==> src/rtl/fetch_pkg.sv <==
// Shared types and constants for the fetch PC controller and its IF/ID register.
package fetch_pkg;

  localparam int unsigned XLEN    = 64;
  localparam int unsigned ILEN    = 32;
  localparam int unsigned STATE_W = 2;

  localparam logic [XLEN-1:0] DEF_RESET_PC   = XLEN'(0);
  localparam logic [ILEN-1:0] DEF_HALT_INSTR = 32'h0000_0073;
  localparam int unsigned     DEF_PC_STEP    = 4;

  typedef enum logic [STATE_W-1:0] {
    S_RUN   = 2'd0,
    S_FAULT = 2'd1,
    S_HALT  = 2'd2
  } fetch_state_e;

  typedef struct packed {
    logic [XLEN-1:0] pc;
    logic [ILEN-1:0] instr;
  } if_entry_t;

endpackage

==> src/rtl/fetch_pc_ctrl_if.sv <==
// Fetch-memory, redirect and IF/ID signals between the PC controller and its neighbours.
interface fetch_pc_ctrl_if;
  import fetch_pkg::*;

  logic            redirect_valid;
  logic [XLEN-1:0] redirect_pc;
  logic            id_ready;
  logic [ILEN-1:0] fetch_instr;
  logic            fetch_inv_addr;
  logic [XLEN-1:0] pc;
  logic            if_valid;
  logic [XLEN-1:0] if_pc;
  logic [ILEN-1:0] if_instr;
  logic            fault;
  logic [XLEN-1:0] fault_pc;
  logic            halted;

  modport master (
    input  redirect_valid, redirect_pc, id_ready, fetch_instr, fetch_inv_addr,
    output pc, if_valid, if_pc, if_instr, fault, fault_pc, halted
  );

  modport slave (
    output redirect_valid, redirect_pc, id_ready, fetch_instr, fetch_inv_addr,
    input  pc, if_valid, if_pc, if_instr, fault, fault_pc, halted
  );

endinterface

==> src/rtl/if_id_reg.sv <==
// IF/ID pipeline register: load from fetch, flush on redirect, drain on decode ready.
module if_id_reg
  import fetch_pkg::*;
(
  input  logic      clk,
  input  logic      reset,
  input  logic      load_i,
  input  logic      flush_i,
  input  logic      ready_i,
  input  if_entry_t entry_i,
  output logic      valid_o,
  output if_entry_t entry_o
);

  logic      valid_d, valid_q;
  if_entry_t entry_d, entry_q;

  // Flush beats a same-cycle load; otherwise a consumed entry simply drains.
  always_comb begin
    valid_d = valid_q;
    entry_d = entry_q;
    if (flush_i) begin
      valid_d = 1'b0;
    end else if (load_i) begin
      valid_d = 1'b1;
      entry_d = entry_i;
    end else if (valid_q && ready_i) begin
      valid_d = 1'b0;
    end
  end

  always_ff @(posedge clk or posedge reset) begin
    if (reset) begin
      valid_q <= 1'b0;
      entry_q <= '0;
    end else begin
      valid_q <= valid_d;
      entry_q <= entry_d;
    end
  end

  assign valid_o = valid_q;
  assign entry_o = entry_q;

endmodule

==> src/rtl/fetch_pc_ctrl.sv <==
// Program counter, run/fault/halt control and IF/ID capture for instruction fetch.
// Optional FETCH_PERF_CNT_EN adds fetch_count/stall_count performance counters.
module fetch_pc_ctrl
  import fetch_pkg::*;
#(
  parameter logic [XLEN-1:0] RESET_PC   = DEF_RESET_PC,
  parameter logic [ILEN-1:0] HALT_INSTR = DEF_HALT_INSTR,
  parameter int unsigned     PC_STEP    = DEF_PC_STEP
) (
  input  logic                  clk,
  input  logic                  reset,
`ifdef FETCH_PERF_CNT_EN
  output logic [31:0]           fetch_count,
  output logic [31:0]           stall_count,
`endif
  fetch_pc_ctrl_if.master       bus
);

  fetch_state_e    state_d, state_q;
  logic [XLEN-1:0] pc_d, pc_q;
  logic [XLEN-1:0] fault_pc_d, fault_pc_q;
  logic            fault_q, halted_q;
  logic            load, flush, slot_free, entry_valid;
  if_entry_t       entry_in, entry_out;

  assign slot_free = !entry_valid || bus.id_ready;
  assign entry_in  = '{pc: pc_q, instr: bus.fetch_instr};

  // Redirect wins outside S_HALT; a bad address faults before any capture.
  always_comb begin
    state_d    = state_q;
    pc_d       = pc_q;
    fault_pc_d = fault_pc_q;
    load       = 1'b0;
    flush      = 1'b0;
    if (bus.redirect_valid && (state_q != S_HALT)) begin
      pc_d    = bus.redirect_pc;
      flush   = 1'b1;
      state_d = S_RUN;
    end else if (state_q == S_RUN) begin
      if (bus.fetch_inv_addr) begin
        state_d    = S_FAULT;
        fault_pc_d = pc_q;
      end else if (slot_free) begin
        load = 1'b1;
        if (bus.fetch_instr == HALT_INSTR) begin
          state_d = S_HALT;
        end else begin
          pc_d = pc_q + XLEN'(PC_STEP);
        end
      end
    end
  end

  always_ff @(posedge clk or posedge reset) begin
    if (reset) begin
      state_q    <= S_RUN;
      pc_q       <= RESET_PC;
      fault_pc_q <= XLEN'(0);
      fault_q    <= 1'b0;
      halted_q   <= 1'b0;
    end else begin
      state_q    <= state_d;
      pc_q       <= pc_d;
      fault_pc_q <= fault_pc_d;
      fault_q    <= (state_d == S_FAULT);
      halted_q   <= (state_d == S_HALT);
    end
  end

  if_id_reg u_if_id_reg (
    .clk     (clk),
    .reset   (reset),
    .load_i  (load),
    .flush_i (flush),
    .ready_i (bus.id_ready),
    .entry_i (entry_in),
    .valid_o (entry_valid),
    .entry_o (entry_out)
  );

  assign bus.pc       = pc_q;
  assign bus.if_valid = entry_valid;
  assign bus.if_pc    = entry_out.pc;
  assign bus.if_instr = entry_out.instr;
  assign bus.fault    = fault_q;
  assign bus.fault_pc = fault_pc_q;
  assign bus.halted   = halted_q;

`ifdef FETCH_PERF_CNT_EN
  logic [31:0] fetch_cnt_q, stall_cnt_q;

  // Free-running wrap counters; only reset clears them.
  always_ff @(posedge clk or posedge reset) begin
    if (reset) begin
      fetch_cnt_q <= 32'd0;
      stall_cnt_q <= 32'd0;
    end else begin
      if (load) begin
        fetch_cnt_q <= fetch_cnt_q + 32'd1;
      end
      if ((state_q == S_RUN) && !slot_free) begin
        stall_cnt_q <= stall_cnt_q + 32'd1;
      end
    end
  end

  assign fetch_count = fetch_cnt_q;
  assign stall_count = stall_cnt_q;
`endif

endmodule

==> src/flat_wrapper.sv <==
// flat-port wrapper written by rule: the top's interface ports become plain ports
module fetch_pc_ctrl_flat import fetch_pkg::*;
#(
  parameter logic [XLEN-1:0] RESET_PC   = DEF_RESET_PC,
  parameter logic [ILEN-1:0] HALT_INSTR = DEF_HALT_INSTR,
  parameter int unsigned     PC_STEP    = DEF_PC_STEP
)
  (clk, reset, bus_redirect_valid, bus_redirect_pc, bus_id_ready, bus_fetch_instr, bus_fetch_inv_addr, bus_pc, bus_if_valid, bus_if_pc, bus_if_instr, bus_fault, bus_fault_pc, bus_halted);
  fetch_pc_ctrl_if bus_i ();
  input  logic clk;
  input  logic reset;
  input wire logic [$bits(bus_i.redirect_valid)-1:0] bus_redirect_valid;
  input wire logic [$bits(bus_i.redirect_pc)-1:0] bus_redirect_pc;
  input wire logic [$bits(bus_i.id_ready)-1:0] bus_id_ready;
  input wire logic [$bits(bus_i.fetch_instr)-1:0] bus_fetch_instr;
  input wire logic [$bits(bus_i.fetch_inv_addr)-1:0] bus_fetch_inv_addr;
  output wire logic [$bits(bus_i.pc)-1:0] bus_pc;
  output wire logic [$bits(bus_i.if_valid)-1:0] bus_if_valid;
  output wire logic [$bits(bus_i.if_pc)-1:0] bus_if_pc;
  output wire logic [$bits(bus_i.if_instr)-1:0] bus_if_instr;
  output wire logic [$bits(bus_i.fault)-1:0] bus_fault;
  output wire logic [$bits(bus_i.fault_pc)-1:0] bus_fault_pc;
  output wire logic [$bits(bus_i.halted)-1:0] bus_halted;
  assign bus_i.redirect_valid = bus_redirect_valid;
  assign bus_i.redirect_pc = bus_redirect_pc;
  assign bus_i.id_ready = bus_id_ready;
  assign bus_i.fetch_instr = bus_fetch_instr;
  assign bus_i.fetch_inv_addr = bus_fetch_inv_addr;
  assign bus_pc = bus_i.pc;
  assign bus_if_valid = bus_i.if_valid;
  assign bus_if_pc = bus_i.if_pc;
  assign bus_if_instr = bus_i.if_instr;
  assign bus_fault = bus_i.fault;
  assign bus_fault_pc = bus_i.fault_pc;
  assign bus_halted = bus_i.halted;
  fetch_pc_ctrl #(.RESET_PC(RESET_PC), .HALT_INSTR(HALT_INSTR), .PC_STEP(PC_STEP)) u_core (.clk(clk), .reset(reset), .bus(bus_i));
endmodule
==> config.mk <==
export PLATFORM = sky130hd
export DESIGN_NAME = fetch_pc_ctrl_flat
export DESIGN_NICKNAME = d
export VERILOG_FILES = /design/src/rtl/fetch_pkg.sv /design/src/rtl/fetch_pc_ctrl_if.sv /design/src/rtl/if_id_reg.sv /design/src/rtl/fetch_pc_ctrl.sv /design/src/flat_wrapper.sv
export SDC_FILE = /design/constraint.sdc
export NUM_CORES = 1
export LEC_CHECK = 0
export CAP_MARGIN = 20
export CORE_AREA = 2 2 160 162
export CTS_CLUSTER_SIZE = 10
export DETAILED_ROUTE_END_ITERATION = 7
export DIE_AREA = 0 0 162 164
export PLACE_DENSITY = 0.84
export SLEW_MARGIN = 20
export SYNTH_ARGS = -nofsm -noshare
export SYNTH_HDL_FRONTEND = slang
export SYNTH_SLANG_ARGS = --single-unit
==> constraint.sdc <==
create_clock -name clk -period 9.3 [get_ports clk]
set_input_delay 2.79 -clock clk [delete_from_list [all_inputs] [get_ports clk]]
set_output_delay 2.79 -clock clk [all_outputs]
set_load 0.03 [all_outputs]
Yosys cells after proc, flatten, opt, wreduce, memory -nomap -nowiden
Cells that the tools add are included.
{ "word_totals": {"regBits": 229, "latch_bits": 0, "ram_bits": 0, "mem_bits_ro": 0, "in_bits": 101, "elab_cells": 46, "memories": 0} }
{ "op_classes": {"addsub": 1, "n_mul": 0, "div": 0, "n_lt_le_gt_ge": 0, "eq_ne": 6, "shifts": 0, "mux": 18, "n_bitwise": 2, "n_reduce_logical": 11} }
{ "ops": {"columns": ["op", "count"], "rows": [
  ["2-to-1 mux 64 bit", 5],
  ["adder 64 x 3 -> 64 bit, second input constant", 1],
  ["equality test 32 x 7 -> 1 bit, second input constant", 1],
  ["2-to-1 mux 2 bit", 5],
  ["2-to-1 mux 1 bit", 8],
  ["inequality test 2 x 1 -> 1 bit, second input constant", 2],
  ["AND reduction 4 bit", 1],
  ["nonzero test 2 bit", 2],
  ["AND reduction 3 bit", 1],
  ["nonzero test 3 bit", 1],
  ["equality test 2 x 1 -> 1 bit, second input constant", 1],
  ["equality test 2 bit, second input constant", 1],
  ["logical AND 1 bit", 2],
  ["logical NOT 2 bit", 1],
  ["inequality test 2 bit, second input constant", 1],
  ["inverter 1 bit", 2],
  ["AND reduction 2 bit", 1],
  ["logical NOT 1 bit", 1],
  ["logical OR 1 bit", 1]
]} }

Longest topological paths before layout
Gate-level depths: netlist of the first run.
{ "depth": {"ltp_word": 8, "mapped_depth": 9, "mapped_depth_nobuf": 7} }

Hierarchy
From an unflattened synthesis of the first run, not the netlist that was laid out.
{ "hier_totals": {"hier_cells": 820, "hier_area_um2": 10217.3} }
{ "modules_own_cells": {"columns": ["module", "instances", "cells_per_inst", "area_per_inst_um2", "seq_area_each_um2"], "rows": [
  ["fetch_pc_ctrl", 1, 611, 6402.4, 3303.2],
  ["if_id_reg", 1, 209, 3814.9, 2427.3]
]} }

Least setup slack after synthesis of the first run
OpenSTA, ideal clock, no wires.
{ "synth_path": {"path_type": "input port to flip-flop", "startpoint": "in bus_fetch_instr[17]", "endpoint": "reg u_core.pc_q[63], in the netlist u_core.bus.pc[63]", "t_arrival_ns": 4.299, "t_required_ns": 9.174, "slack_ns": 4.875, "stages": 7, "n_path_buf": 1, "path_cell_list": "nor4_1 nand2_1 nor3_2 clkbuf_1 nor4_1 mux2i_1 a221o_1"} }
{ "synth_between": {"elab_chain_len": 3} }
{ "synth_rtl": {"columns": ["element", "line_no", "text"], "rows": [
  ["start: declaration", "flat_wrapper.sv:15", "input wire logic [$bits(bus_i.fetch_instr)-1:0] bus_fetch_instr;"],
  ["equality test 32 x 7 -> 1 bit", "fetch_pc_ctrl.sv:46", "if (bus.fetch_instr == HALT_INSTR) begin"],
  ["inequality test 2 x 1 -> 1 bit (no line)", null, null],
  ["AND reduction 4 bit (no line)", null, null],
  ["end signal: assignment", "fetch_pc_ctrl.sv:64", "pc_q <= pc_d;"],
  ["end: declaration", "fetch_pc_ctrl.sv:20", "logic [XLEN-1:0] pc_d, pc_q;"]
]} }
No other way between the ends.
A chain may end at the register's enable or synchronous reset.

Worst setup path in the final report of the first run
{ "layout_path": {"startpoint": "in bus_fetch_inv_addr", "endpoint": "reg u_core.u_if_id_reg.entry_q (netlist bit u_core.u_if_id_reg.entry_o[47])"} }
{ "layout_between": {"elab_chain_len": 4} }
{ "layout_rtl": {"columns": ["element", "line_no", "text"], "rows": [
  ["start: declaration", "flat_wrapper.sv:16", "input wire logic [$bits(bus_i.fetch_inv_addr)-1:0] bus_fetch_inv_addr;"],
  ["2-to-1 mux 1 bit", "fetch_pc_ctrl.sv:41", "if (bus.fetch_inv_addr) begin"],
  ["2-to-1 mux 1 bit", "fetch_pc_ctrl.sv:40", "end else if (state_q == S_RUN) begin"],
  ["2-to-1 mux 1 bit", "fetch_pc_ctrl.sv:36", "if (bus.redirect_valid && (state_q != S_HALT)) begin"],
  ["AND reduction 2 bit (no line)", null, null],
  ["end signal: assignment", "if_id_reg.sv:38", "entry_q <= entry_d;"],
  ["end: declaration", "if_id_reg.sv:16", "if_entry_t entry_d, entry_q;"]
]} }
No other way between the ends.

==> results.md, run 1 <==
* Outcome: finished, final reports clean
* Unrepaired setup endpoints after global routing: no
* Seq/Total Area, Yosys at 0.547
* Total number of yosys warnings at 0
* Worst hold path type: register to register
* Worst reg-to-reg path cell count at 5
* Final Cycle Share at 0.604
* GPL Wtd Cong at 0.908
* Complex-gate fraction of the synthesized area at 0.0918
* Initial DRC Count at ~750
* Die H at 164 um
* IO Pins at 328
* Share of layout cells above drive strength 1 at 0.102
* Global Route Usage Sum at 0.252
* Placed wire-length estimate at 24.0 mm
* Most common cell after layout, fill and taps aside: nand2_1
* Number of flops mapped to enable cells by yosys at 0
* Crit path max fanout at 52
* Dpl ws at around 3.2 ns
* Main synth FF type: dfrtp_1
* CP Capture Type: register
* TritonCTS Buffers at 27
* Hold Path Sink: u_core.u_if_id_reg.entry_o[6]
* Setup Buffers After CTS at 0
* GR Util met1 at 0.323
* Synth Area in XOR/XNOR at 0.0100
* Final hold slack at 0.475 ns
* CTS resizes at 0
* Crit path kind: input pin to register
* Clock tree from TritonCTS: done
* Area occupied by multi-input gates at between 0.004 and 0.005 mm^2
* Number of global-route vias before repair at ~9.4k
* Simple-Gate Fraction of Synth Area at 0.249
* Max-slew violation count at 0
* Layout area overhead at 41.1%
* Leakage power at ~6.3 nW
* CP required at just under 10 ns
* Origin of the worst setup path: bus_fetch_inv_addr
* FF-to-FF End: u_core.u_if_id_reg.entry_o[47]
* DRT Wirelength at 34.6 mm
* Nets at around 1.5k
* Synth Area in Adders at 0.00119
* Setup ws final at between 3 and 4 ns
* I/O Buffers at between 300 and 400
* Worst slew pin tran at between 0.9 and 1 ns
* Cell area power density at 230 mW/mm^2
* FFs w/ async S/R, synth at 1.00
* VDD IR-drop max at around 170 uV
* DIE AREA at between 0.02 and 0.03 mm^2
* H-tree levels at 1
* Core ar. at between 0.02 and 0.025 mm^2
* Fillers at 2,052
* Vias post-DR at 9,643
* Met3 Use GR at 0.0513
* Slew HR at 0.362
* Cell Rows at between 50 and 60
* Starting density of the core at 0.422
* Clk slew on worst S/H paths at ~0.050 ns
* Post-route cell area at about 0.015 mm^2
* DRC viols at 0
* Maxcap violations at 0
* Die width at between 150 and 200 um
* Clock Path Buffers at 3
* Most frequent cells in the layout: nand2_1, clkdlybuf4s50_1, dfrtp_1
* Final setup violation count at 0
* Hold Fails Final Rpt at 0
* Initial antenna violation count at 4
* CP arrival at between 6 and 7 ns
* GRT Max-Usage Layer: met2
* Mapped Avg Cell Area at roughly 9.7 um^2
* Hold path cells at 2
* Placed inst area at around 0.014 mm^2
* GR Util met2 at 0.417
* Largest family of logic cells by synthesized area: simple AND/OR/NAND/NOR gates
* Total gr overflow at 0
* Mux contribution to synthesized area at 0.0707
* Hold_sp: u_core.u_if_id_reg.entry_o[6]
* Number of synthesized register bits at 229
* Storage cell area at roughly 0.0057 mm^2
* Antenna-violating nets left at 0
* Post-Syn Nets at 1,184
* Final clock skew at roughly 0.027 ns
* Post-Syn Instances at roughly 1.1k
* Final min period at between 5 and 6 ns
* CTS Hold Buffers Added at 0
* Clock root buffer: clkbuf_16
* Worst R2R Start: u_core.state_q[1]
* Cell area after synthesis at ~0.010 mm^2
* Crit start category: input pin
* CTS Sinks at 229
* Post-synth cell types at 73
* First-pass DRT Iterations at 5
* First-pass GRT wire length at ~53 mm
* Drt wl/cell at between 20 and 25 um
* Worst skew pair latency at roughly 0.55 ns
* R2R setup slack at just under 6 ns
* Setup TNS at 0 ns
* Fmax at approximately 180 MHz
* Vias per cell at between 5 and 6
* Pin count of the biggest net entering global routing at 135
-- state kept, by name (all words and copies together) (netlist names) --
signal / count
u_core.bus.fault: 1
u_core.bus.fault_pc: 64
u_core.bus.halted: 1
u_core.bus.pc: 64
u_core.state_q: 2
u_core.u_if_id_reg.entry_o: 96
u_core.u_if_id_reg.valid_o: 1
-- worst max path at each step --
stage	to
2_1_floorplan	u_core.bus.fault
3_3_place_gp	u_core.u_if_id_reg.entry_o[26]
3_5_place_dp	u_core.u_if_id_reg.entry_o[21]
4_1_cts	u_core.u_if_id_reg.entry_o[94]
5_1_grt	u_core.u_if_id_reg.entry_o[47]
6_report	u_core.u_if_id_reg.entry_o[47]
-- stage by stage --
stage | util | power (W) | instances
floorplan | - | 0.00195 | 1082
CTS | 0.595 | 0.00342 | 1719
global route | 0.595 | 0.00354 | 1722
finish | 0.595 | 0.00340 | 1724
detailed placement | 0.565 | 0.00248 | 1684
global placement | 0.565 | 0.00245 | 1684
-- logic make-up after synthesis --
kind of cell,count (synthesis)
simple gates,561
flops,229
compound gates,137
buf+inv,76
mux,66
xor+xnor,12
fa+ha+maj,1
-- report_power, final --
part	internal [W]	switching (W)
Combinational	0.000474	0.000650
Sequential	0.00118	0.000163
Clock	0.000532	0.000397
Total	0.00219	0.00121
-- synth_stat cells, types with 4 or more instances --
| library cell | count | share of area |
|---|---|---|
| nand2_1 | 354 | 0.13 |
| dfrtp_1 | 229 | 0.55 |
| mux2_2 | 64 | 0.069 |
| nor2_1 | 48 | 0.017 |
| clkbuf_1 | 44 | 0.016 |
| nand3_1 | 32 | 0.015 |
| nor4_1 | 23 | 0.014 |
| nand4_1 | 22 | 0.013 |
| o21ai_0 | 19 | 0.0091 |
| buf_2 | 18 | 0.0086 |
| nor3_1 | 18 | 0.0086 |
| a21oi_1 | 17 | 0.0081 |
| a31oi_1 | 14 | 0.0084 |
| a21o_1 | 11 | 0.0079 |
| o31ai_1 | 11 | 0.0079 |
| inv_1 | 10 | 0.0036 |
| a22oi_1 | 9 | 0.0064 |
| or4_1 | 9 | 0.0064 |
| xnor2_1 | 9 | 0.0075 |
| or3_1 | 8 | 0.0048 |
| a311oi_1 | 7 | 0.0059 |
| o211ai_1 | 7 | 0.0050 |
| and3_1 | 6 | 0.0036 |
| o22ai_1 | 5 | 0.0030 |
| a22o_1 | 4 | 0.0033 |
-- critical path: stages --
cell and delay (ns):
clkdlybuf4s50_1 0.54, or4_1 0.95, nor2_4 0.88, buf_4 0.61, nand2_1 0.14, nand2_1 0.10
-- per-layer routing --
| metal | vias to the layer above | wire length (um) |
|---|---|---|
| met2 | 446 | 16700 |
| met4 | 2 | 1470 |
| li1 | 4381 | - |
| met5 | - | 13 |
| met3 | 97 | 2500 |
| met1 | 4717 | 13900 |
-- cell type report --
cell class              count  area share
diodes                      5    0.000847
clock buffers              33      0.0486
clock inverters             2    0.000931
inverters                  10     0.00305
multi-input cells         777       0.304
flip-flops and latches    229       0.388
well taps                 330      0.0279
repair buffers            338       0.227
No activity file was read; power rests on OpenSTA's default activity.
==> inputs of run 2 (changes only) <==
Settings changed: CORE_AREA 2 2 160 162 to 2 2 156 158, DIE_AREA 0 0 162 164 to 0 0 158 160.
Clock period 9.3 ns to 5.85 ns, I/O delays scaled along.
==> results.md, run 2 (same netlist as run 1, synthesis figures left out) <==
* Internal power at 0.00349 W (+59%)
* Switching power at 0.00190 W (+57%)
* Core ar. at 0.0238 mm^2 (-4.0%)
* Initial antenna violation count at 2 (-2)
* Global Route Usage Sum at 0.266 (+0.0142)
* CTS Hold Buffers Added at 0 (unchanged)
* Cell Rows at 57 (-1.7%)
* Cell area power density at 365 mW/mm^2 (+58%)
* Layout area overhead at 41.1% (about the same)
* Number of global-route vias before repair at 9,565 (+2.0%)
* Placed inst area at 0.0140 mm^2 (about the same)
* Sequential share of power at 0.396 (about the same)
* Max reg flops at 96 (unchanged)
* Die width at 158 um (-2.5%)
* Die H at 160 um (-2.4%)
* Max-slew violation count at 0 (unchanged)
* Switch share at 0.353 (-0.00342)
* Pin count of the biggest net entering global routing at 113 (-16%)
* Final setup violation count at 0 (unchanged)
* Clock tree from TritonCTS: done
* IO Pins at 328 (unchanged)
* Worst hold path type: register to register
* Final clock skew at 0.00573 ns (-0.0209 ns)
* Worst skew pair latency at 0.52 ns (-0.03 ns)
* CTS resizes at 0 (unchanged)
* Most frequent cells in the layout: nand2_1, clkdlybuf4s50_1, dfrtp_1
* Final Cycle Share at 0.684
* Share of layout cells above drive strength 1 at 0.102 (+0.000147)
* Clock Path Buffers at 3 (unchanged)
* Post-route cell area at 0.0148 mm^2 (about the same)
* GPL Wtd Cong at 0.892 (-1.8%)
* Crit path kind: input pin to register
* Clock root buffer: clkbuf_16
* Setup Buffers After CTS at 0 (unchanged)
* Vias per cell at 5.60 (+0.19%)
* Drt wl/cell at 19.8 um (-1.3%)
* Starting density of the core at 0.440 (+0.0177)
* Vias post-DR at 9,600 (-0.45%)
* CP Capture Type: register
* Outcome: finished, final reports clean
* Placed wire-length estimate at 23.8 mm (-0.78%)
* First-pass GRT wire length at 53.2 mm (+0.57%)
* Clock share of power at 0.272 (-0.002)
* TritonCTS Buffers at 27 (unchanged)
* Crit path max fanout at 31 (-40%)
* Crit start category: input pin
* Maxcap violations at 0 (unchanged)
* H-tree levels at 1 (unchanged)
* Clk slew on worst S/H paths at 0.06 ns (about the same)
* Hold Fails Final Rpt at 0 (unchanged)
* Worst slew pin tran at 1.07 ns (+0.112 ns)
* CP arrival at 4.39 ns (-1.68 ns)
* I/O Buffers at 327 (unchanged)
* Antenna-violating nets left at 0 (unchanged)
* Fmax at 250 MHz
* DRC viols at 0 (unchanged)
* Total gr overflow at 0 (unchanged)
* CP required at 6.24 ns (-3.52 ns)
* DIE AREA at 0.0253 mm^2 (-4.8%)
* VDD IR-drop max at 250 uV (+43%)
* Most common cell after layout, fill and taps aside: nand2_1
* Proportion of power drawn by combinational gates at 0.332 (about the same)
* CTS Sinks at 229 (unchanged)
* Setup TNS at 0 ns (unchanged)
* DRT Wirelength at 33.9 mm (-1.9%)
* Leakage power at 6.34 nW (about the same)
* Final min period at between 3 and 4 ns
* Initial DRC Count at 785 (+5.1%)
* Slew HR at 0.289 (-0.0734)
* Nets at 1,485 (unchanged)
* Unrepaired setup endpoints after global routing: no
* First-pass DRT Iterations at 6 (+1)
[run 2: cell count changes in the layout (fill, tap and decap cells not counted), sizes merged]
| cell | before | now |
|---|---|---|
| inv | 11 | 9 |
| clkbuf | 33 | 32 |
| clkinvlp | 0 | 1 |
| diode | 5 | 2 |
[run 2: critical path, stage by stage]
cell,delay (ns)
clkdlybuf4s50_1,0.54
or4_1,0.93
nor2_4,0.20
buf_4,0.35
nand2_1,0.21
o32ai_1,0.32
nor2_1,0.07
[run 2: per-stage QoR]
stage	util	total power (W)	instances	hold WS [ns]	setup WS, ns
final	0.621	0.00539	1713	0.470	1.85
after global routing	0.621	0.00560	1713	0.489	1.67
after CTS	0.620	0.00542	1711	0.475	1.86
after detailed placement	0.589	0.00395	1678	0.461	1.32
after global placement	0.589	0.00390	1678	0.457	1.40
after floorplan	-	0.00309	1082	0.546	1.10
[run 2: final cells by class]
cell class,instances,area [um^2]
Fill cell,2007,9040
Sequential cell,229,5730
Multi-Input combinational cell,777,4490
Timing Repair Buffer,338,3380
Clock buffer,32,724
Tap cell,324,405
Inverter,10,41.3
Clock inverter,1,5.00
Antenna cell,2,5.00
[run 2: layer usage]
metal / track usage / vias up / routed length (um)
met5: 0 / - / 0
met4: 0.107 / 0 / 1390
met3: 0.0543 / 98 / 2690
met2: 0.429 / 468 / 16300
met1: 0.353 / 4661 / 13500
li1: - / 4373 / -
[run 2: power by group through the flow]
stage	clock network (W)	registers [W]	logic, W
6_report	0.00147	0.00213	0.00179
5_1_grt	0.00154	0.00217	0.00189
3_5_place_dp	0	0.00215	0.00179
2_1_floorplan	0	0.00268	0.000411
3_3_place_gp	0	0.00214	0.00176
4_1_cts	0.00148	0.00213	0.00180
[run 2: path summary, 6_finish.rpt]
check	startpoint	to	slack (ns)	depth (start not counted)
setup / recovery	bus_fetch_inv_addr	u_core.bus.pc[40]	1.85	7
hold / removal	u_core.u_if_id_reg.entry_o[25]	u_core.u_if_id_reg.entry_o[25]	0.47	2
setup reg to reg	u_core.bus.pc[2]	u_core.bus.pc[60]	2.76	7
hold reg to reg	u_core.u_if_id_reg.entry_o[25]	u_core.u_if_id_reg.entry_o[25]	0.47	2
max in group asynchronous	reset	u_core.bus.fault_pc[20]	3.35	3
min in group asynchronous	reset	u_core.u_if_id_reg.entry_o[21]	1.58	2
==> inputs of run 3 (changes only) <==
Settings changed: CORE_AREA 2 2 156 158 to 2 2 160 162, DIE_AREA 0 0 158 160 to 0 0 162 164.
Clock period 5.85 ns to 3.49 ns, I/O delays scaled along.
==> results.md, run 3 (same netlist as run 1, synthesis figures left out) <==
* Outcome: finished, final reports clean
* VDD IR-drop max at 421 uV (+69%)
* Core ar. at 0.0248 mm^2 (+4.2%)
* Worst hold path type: register to register
* Crit path kind: input pin to register
* Cell area power density at 604 mW/mm^2 (+66%)
* I/O Buffers at 327 (unchanged)
* Clock tree from TritonCTS: done
* Vias post-DR at 9,699 (+1.0%)
* Hold Fails Final Rpt at 0 (unchanged)
* DRT Wirelength at 34.9 mm (+2.9%)
* CP max stage cell: nor4_1
* R2R setup slack at 0.64 ns (-2.12 ns)
* Most common cell after layout, fill and taps aside: nand2_1
* Global Route Usage Sum at 0.261 (-0.00553)
* Crit start category: input pin
* Placed wire-length estimate at 25.5 mm (+7.1%)
* Worst R2R Start: u_core.bus.pc[19]
* IO Pins at 328 (unchanged)
* Nets at 1,520 (+2.4%)
* CP delay by family, top: simple AND/OR/NAND/NOR gates
* Initial antenna violation count at 3 (+1)
* Number of global-route vias before repair at 9,756 (+2.0%)
* Unrepaired setup endpoints after global routing: no
* Clk slew on worst S/H paths at 0.06 ns (about the same)
* First-pass DRT Iterations at 5 (-1)
* Max-slew violation count at 0 (unchanged)
* Clock Path Buffers at 3 (unchanged)
* Dpl ws at -0.172 ns (-1.49 ns)
* DRC viols at 0 (unchanged)
* Clock root buffer: clkbuf_16
* Die width at 162 um (+2.5%)
* Max reg flops at 96 (unchanged)
* Worst reg-to-reg path cell count at 7 (unchanged)
* Layout area overhead at 44.4%
* CP Capture Type: register
* Die H at 164 um (+2.5%)
* Fmax at between 300 and 400 MHz
* Final min period at a little over 3 ns
* Final setup violation count at 0 (unchanged)
* TritonCTS Buffers at 27 (unchanged)
* Initial DRC Count at 1,013 (+29%)
* Share of layout cells above drive strength 1 at 0.123 (+0.0206)
* Crit-path cells: clkdlybuf4s50_1 > nor4_1 > nand2_1 > or3_1 > buf_12 > a31oi_1 > a311oi_1 > a21o_1
* H-tree levels at 1 (unchanged)
* Setup ws final at 0.450 ns (-1.40 ns)
* Cell Rows at 58 (+1.8%)
* Maxcap violations at 0 (unchanged)
* Pin count of the biggest net entering global routing at 63 (-44%)
* Drt wl/cell at 19.9 um (+0.44%)
* Vias per cell at 5.53 (-1.4%)
* Starting density of the core at 0.422 (-0.0177)
* DIE AREA at 0.0266 mm^2 (+5.1%)
* Setup Buffers After CTS at 0 (unchanged)
* Antenna-violating nets left at 0 (unchanged)
* Final clock skew at 0.0115 ns (+0.00572 ns)
* Worst stage delay on the critical path at 0.55 ns (-0.38 ns)
* GPL Wtd Cong at 0.948 (+6.3%)
* Worst slew pin tran at 1.08 ns (+0.0181 ns)
* Total gr overflow at 0 (unchanged)
* FF-to-FF End: u_core.bus.pc[53]
* Crit path max fanout at 10 (-68%)
* CP arrival at 3.46 ns (-0.93 ns)
* Leakage power at 6.54 nW (+3.0%)
* Setup TNS at 0 ns (unchanged)
* CTS Sinks at 229 (unchanged)
* Critical path endpoint: u_core.bus.pc[15]
* Final Cycle Share at 0.871
* Worst skew pair latency at 0.53 ns (about the same)
* CP Depth at 8 (+1)
* Slew HR at 0.277 (-0.0120)
* CTS Hold Buffers Added at 0 (unchanged)
* CP required at 3.91 ns (-2.33 ns)
* CTS resizes at 0 (unchanged)
* Origin of the worst setup path: bus_fetch_instr[25]
* Most frequent cells in the layout: nand2_1, clkdlybuf4s50_1, dfrtp_1
* First-pass GRT wire length at 54.9 mm (+3.1%)
* WP buf/inv at 2 (unchanged)
## run 3: metrics by stage
stage                      util  instance area [um^2]  instances  power [W]  hold WS, ns
after detailed placement  0.580                 14400       1719    0.00668        0.461
after floorplan               -                 10500       1082    0.00519        0.546
after CTS                 0.609                 15100       1753    0.00919        0.475
after global routing      0.610                 15100       1755    0.00952        0.494
final                     0.610                 15100       1755    0.00913        0.470
after global placement    0.580                 14400       1719    0.00660        0.457
## run 3: routing by layer
| layer | global-route usage | up-vias | wire [um] |
|---|---|---|---|
| met4 | 0.116 | 2 | 1570 |
| met3 | 0.0571 | 115 | 2750 |
| met5 | 0 | - | 13 |
| met2 | 0.432 | 458 | 16700 |
| li1 | - | 4439 | - |
| met1 | 0.330 | 4685 | 13800 |
## run 3: cell type report
cell class / count / area [um^2]
tap: 330 / 413
fill: 2046 / 9690
antenna: 2 / 5.00
multi-input combinational: 777 / 4480
clock buffer: 33 / 708
clock inverter: 1 / 30.0
timing repair buffer: 373 / 3720
sequential: 229 / 5730
inverter: 10 / 41.3
## run 3: how the worst min path moves through the flow
stage	startpoint	depth (start not counted)	endpoint	slack, ns
4_1_cts	u_core.u_if_id_reg.entry_o[63]	2	u_core.u_if_id_reg.entry_o[63]	0.47
2_1_floorplan	u_core.state_q[0]	1	u_core.u_if_id_reg.valid_o	0.55
5_1_grt	u_core.u_if_id_reg.entry_o[24]	2	u_core.u_if_id_reg.entry_o[24]	0.49
6_report	u_core.u_if_id_reg.entry_o[72]	2	u_core.u_if_id_reg.entry_o[72]	0.47
3_3_place_gp	u_core.u_if_id_reg.entry_o[77]	2	u_core.u_if_id_reg.entry_o[77]	0.46
3_5_place_dp	u_core.u_if_id_reg.entry_o[37]	2	u_core.u_if_id_reg.entry_o[37]	0.46
## run 3: power breakdown
| group | internal, W | switching [W] | leakage (nW) |
|---|---|---|---|
| Sequential | 0.00315 | 0.000390 | 2.75 |
| Clock | 0.00147 | 0.00103 | 0.360 |
| Combinational | 0.00131 | 0.00178 | 3.42 |
## run 3: worst reg2reg max path: stages, from the launching register on
cell      delay [ns]
dfrtp_1         0.57
nand2_1         0.15
nor3_2          0.64
nand3_2         0.33
nor4_1          0.58
buf_4           0.23
o21bai_1        0.06
a21o_1          0.19
